===== src/rtl/dat_mem_arb.sv =====
// dat_mem_arb: round-robin arbiter with bounded burst locking in front of a single-port data memory
module dat_mem_arb #(
    parameter int MAX_BURST = 4,
    parameter int AW = 8,
    parameter int DW = 8
) (
    input  logic          clk,
    input  logic          reset,
    input  logic          req0,
    input  logic          we0,
    input  logic [AW-1:0] addr0,
    input  logic [DW-1:0] wdata0,
    input  logic          lock0,
    input  logic          req1,
    input  logic          we1,
    input  logic [AW-1:0] addr1,
    input  logic [DW-1:0] wdata1,
    input  logic          lock1,
    output logic          gnt0,
    output logic          gnt1,
    output logic          rvalid0,
    output logic          rvalid1,
    output logic [DW-1:0] rdata,
    output logic [AW-1:0] mem_addr,
    output logic [DW-1:0] mem_din,
    output logic          mem_wr_en,
    input  logic [DW-1:0] mem_dout
);
    localparam logic [3:0] MB = 4'(MAX_BURST);
    logic       lg;
    logic       own_vld;
    logic       own_id;
    logic [3:0] burst_cnt;
    logic       any;
    logic       sel;
    logic       hold;
    logic       rv0_q;
    logic       rv1_q;
    // Grant decision: locked owner keeps the slot under the burst limit, otherwise alternate away from lg
    always_comb begin
        hold      = own_vld && (own_id ? lock1 : lock0) && (burst_cnt < MB);
        any       = !reset && (req0 || req1);
        sel       = (req0 && req1) ? (hold ? own_id : !lg) : req1;
        gnt0      = any && !sel;
        gnt1      = any && sel;
        mem_addr  = gnt1 ? addr1 : gnt0 ? addr0 : '0;
        mem_din   = gnt1 ? wdata1 : gnt0 ? wdata0 : '0;
        mem_wr_en = gnt1 ? we1 : gnt0 ? we0 : 1'b0;
    end
    // Arbitration history and the registered read return path
    always_ff @(posedge clk) begin
        if (reset) begin
            lg        <= 1'b1;
            own_vld   <= 1'b0;
            own_id    <= 1'b0;
            burst_cnt <= '0;
            rv0_q     <= 1'b0;
            rv1_q     <= 1'b0;
            rdata     <= '0;
        end else begin
            if (any) begin
                lg        <= sel;
                own_id    <= sel;
                own_vld   <= 1'b1;
                burst_cnt <= (own_vld && own_id == sel) ? ((burst_cnt == MB) ? burst_cnt : burst_cnt + 4'd1) : 4'd1;
            end else begin
                own_vld   <= 1'b0;
                burst_cnt <= '0;
            end
            rv0_q <= gnt0 && !we0;
            rv1_q <= gnt1 && !we1;
            if ((gnt0 && !we0) || (gnt1 && !we1))
                rdata <= mem_dout;
        end
    end
    // A read granted just before reset must not report valid during the reset cycle
    always_comb begin
        rvalid0 = rv0_q && !reset;
        rvalid1 = rv1_q && !reset;
    end
endmodule


===== config.mk =====
export PLATFORM = sky130hd
export DESIGN_NAME = dat_mem_arb
export DESIGN_NICKNAME = d
export VERILOG_FILES = /design/src/rtl/dat_mem_arb.sv
export SDC_FILE = /design/constraint.sdc
export NUM_CORES = 1
export LEC_CHECK = 0
export ABC_CLOCK_PERIOD_IN_PS = 2940
export CORE_MARGIN = 2
export CORE_UTILIZATION = 36
export CTS_CLUSTER_DIAMETER = 150
export CTS_CLUSTER_SIZE = 25
export DETAILED_ROUTE_END_ITERATION = 12
export PLACE_DENSITY = 0.85
export SLEW_MARGIN = 20
export SYNTH_ARGS = -nofsm -noshare
export SYNTH_HDL_FRONTEND = slang
export SYNTH_SLANG_ARGS = --single-unit

===== constraint.sdc =====
create_clock -name clk -period 2.94 [get_ports clk]
set_input_delay 0.294 -clock clk [delete_from_list [all_inputs] [get_ports clk]]
set_output_delay 0.294 -clock clk [all_outputs]
set_load 0.05 [all_outputs]

==> summary.md <==
| Metric | Value |
|---|---|
| Die Height | between 50 and 60 um |
| Sw Share | 0.362 |
| Commonest non-fill, non-tap cell in the layout | clkdlybuf4s50_1 |
| Total gr overflow | 0 |
| Mean cell area of the mapped netlist | 9.04 um^2 |
| WL per Instance | ~14 um |
| GRT Util Overall | 0.204 |
| Max_cap viols | 0 |
| Area of the multi-input gates | around 580 um^2 |
| Post-route minimum period | 2.65 ns |
| Clock Latency Late Sink | between 0.2 and 0.3 ns |
| Fill cells | between 150 and 200 |
| Ant diodes | 0 |
| Final GP Congestion | 0.851 |
| Synth Warn # | 0 |
| Drt total wl | 3130 um |
| WP data arrival | 2.35 ns |
| Via count | 1,138 |
| Sw Pwr | 274 uW |
| P_int | 482 uW |
| Inst Count DP | 213 |
| Core Region | roughly 2700 um^2 |
| Worst vdd ir | around 280 uV |
| Synthesized instance count | 110 |
| Placed cell areas | 1960 um^2 |
| Worst Hold Class | reg2reg |
| Initial cell density of the core | 0.370 |
| DR iter-0 viols | 20 |
| Vias/cell | about 5.2 |
| Combinational share of power | 0.497 |
| Slew margin rel. | 0.427 |
| Post-route insts no fill | 217 |
| Post-route ant nets | 0 |
| Vias in the first global route | 1,223 |
| Number of buffers and inverters on the critical path | 1 |
| Crit path kind | reg2out |
| CTS H-tree depth | 1 |
| Design area | 2000 um^2 |
| Largest net degree at the start of global routing | 20 |
| Residual DRC | 0 |
| Num CTS Buffers | 3 |
| CP Launch Type | flop |
| Core Util, Final | 0.743 |
| Synth Cell Area | 995 um^2 |
| Deepest clock path buffer count | 2 |
| Final hold violation count | 0 |
| Critical path peak fanout | 18 |
| #FFs+latches synth | 17 |
| CTS Hold Bufs | 0 |
| Initial antenna violation count | 0 |
| Final Skew | about 0.0046 ns |
| Clock network power share | 0.164 |
| Clock slew seen by the registers of the worst setup and hold paths | ~0.10 ns |
| Status | completed |
| First-pass GRT wire length | 5140 um |
| Final Max Tran Viols | 0 |
| Port Buffer Count | 76 |
| Worst-margin pin slew | 0.853 ns |
| PwrDens | 378 nW/um^2 |
| Register area | roughly 340 um^2 |
| Root buffer cell | clkbuf_4 |
| Setup Total Neg Slack | 0 ns |
| Clock sinks | 17 |
| Hpwl dp | 2640 um |
| Seq/Total Area, Yosys | 0.342 |
| CP endpoint kind | primary output |
| Netlist cell types | 33 |
| Die Width | about 57 um |
| Worst EP required | 2.65 ns |
| Syn_nets | 160 |
| Final #Nets | roughly 240 |
| IO Pins | 77 |
| Share of layout cells above drive strength 1 | 0.167 |
| Layout area overhead | 101% |
| Std-Cell Rows | 19 |
| CP cell instances | or3b_4, o21a_4, nor3_4, a22o_1, buf_12 |
| CTS tree | built |
| Cell leakage power | 0.000752 uW |
| Final period util | 0.900 |
| F_max | 378 MHz |
| Register share of total power | 0.338 |
| Final setup fails | 0 |
| Crit-path leading delay family | simple AND/OR/NAND/NOR gates |
| RSZ-0062 raised after global routing | false |
| Critical-path cell with the highest stage delay | nor3_4 |
| Most frequent cells in the layout | clkdlybuf4s50_1, buf_12, dfxtp_1 |
| Crit-path max cell delay | 0.56 ns |
| First-pass DRT Iterations | 4 |
| Die area | 3200 um^2 |
[cells by family (layout without fill, tap and decap cells)]
group | count (synthesis) | in the layout | synth area share
AOI/OAI and AO/OA | 45 | 45 | 0.364
and+or+nand+nor | 24 | 24 | 0.151
buffers and inverters | 18 | 94 | 0.0818
DFF | 17 | 17 | 0.342
xor gates and xnor gates | 3 | 3 | 0.0264
adders and majority gates | 2 | 2 | 0.0252
muxes | 1 | 1 | 0.0101
[metrics by stage]
| step | worst slack, ns | hold slack [ns] | total power, uW |
|---|---|---|---|
| after floorplan | 0.0888 | 0.409 | 445 |
| after global placement | 0.232 | 0.449 | 630 |
| after detailed placement | 0.160 | 0.458 | 637 |
| after CTS | 0.0616 | 0.473 | 760 |
| after global routing | 0.155 | 0.492 | 788 |
| final | 0.294 | 0.471 | 756 |
[sequential cells by signal, summed over array words and instances, names as in the netlist]
name / flops
rdata: 8
burst_cnt: 4
lg: 1
own_id: 1
own_vld: 1
rv0_q: 1
rv1_q: 1
[worst paths after layout]
| kind | startpoint | to | slack, ns | cells after the start |
|---|---|---|---|---|
| max reg2reg | burst_cnt[2] | rdata[3] | 0.76 | 5 |
| min | rdata[5] | rdata[5] | 0.47 | 2 |
| max | burst_cnt[2] | mem_addr[6] | 0.29 | 5 |
| min reg2reg | rdata[5] | rdata[5] | 0.47 | 2 |
[power groups by stage]
stage / combinational [uW] / clock (uW) / sequential, uW
2_1_floorplan: 151 / 0 / 295
3_3_place_gp: 370 / 0 / 260
3_5_place_dp: 375 / 0 / 261
4_1_cts: 376 / 128 / 256
5_1_grt: 393 / 137 / 257
6_report: 376 / 124 / 256
[repair_timing]
item,CTS,global route
endpoints found under the setup margin,0,1
resized for setup,0,1
hold endpoints to repair,0,0
buffers inserted,0,0
[cells in the mapped netlist]
cell        n  area share
dfxtp_1    17        0.34
a22o_1     16        0.14
inv_1      12       0.045
o21ai_1     8       0.040
o41ai_1     8       0.070
nand2_1     5       0.019
nor2_1      5       0.019
a21oi_1     3       0.015
nor2b_1     3       0.019
nor3_1      3       0.015
xnor2_1     3       0.026
a211oi_1    2       0.015
buf_2       2       0.010
clkbuf_1    2      0.0075
ha_1        2       0.025
nand3_1     2       0.010
a211oi_4    1       0.020
a21oi_2     1      0.0088
a2bb2oi_1   1      0.0088
buf_4       1      0.0075
buf_6       1       0.011
mux2i_1     1       0.010
nand2b_1    1      0.0063
nand3b_1    1      0.0075
nor3_4      1       0.016
nor4_4      1       0.021
o21a_1      1      0.0075
o21a_4      1       0.015
o21ai_0     1      0.0050
o21ai_2     1      0.0088
o21bai_1    1      0.0075
or3_1       1      0.0063
or3b_4      1       0.011
[tightest hold or removal path, cell delays in order (launching register included)]
cell,delay (ns)
dfxtp_1,0.32
inv_1,0.05
o41ai_1,0.06
[final cells by class]
type	count	share of cell area
clock buffers	4	0.0132
repair buffers	78	0.484
multi-input cells	75	0.291
flip-flops and latches	17	0.170
well taps	31	0.0194
inverters	12	0.0226
[layer usage]
| metal | up-vias | global-route usage | wire [um] |
|---|---|---|---|
| li1 | 564 | - | - |
| met1 | 517 | 0.220 | 1150 |
| met2 | 51 | 0.355 | 1630 |
| met3 | 6 | 0.0622 | 277 |
| met4 | 0 | 0.105 | 74 |
| met5 | - | 0 | 0 |
No activity file was read; power rests on OpenSTA's default activity.
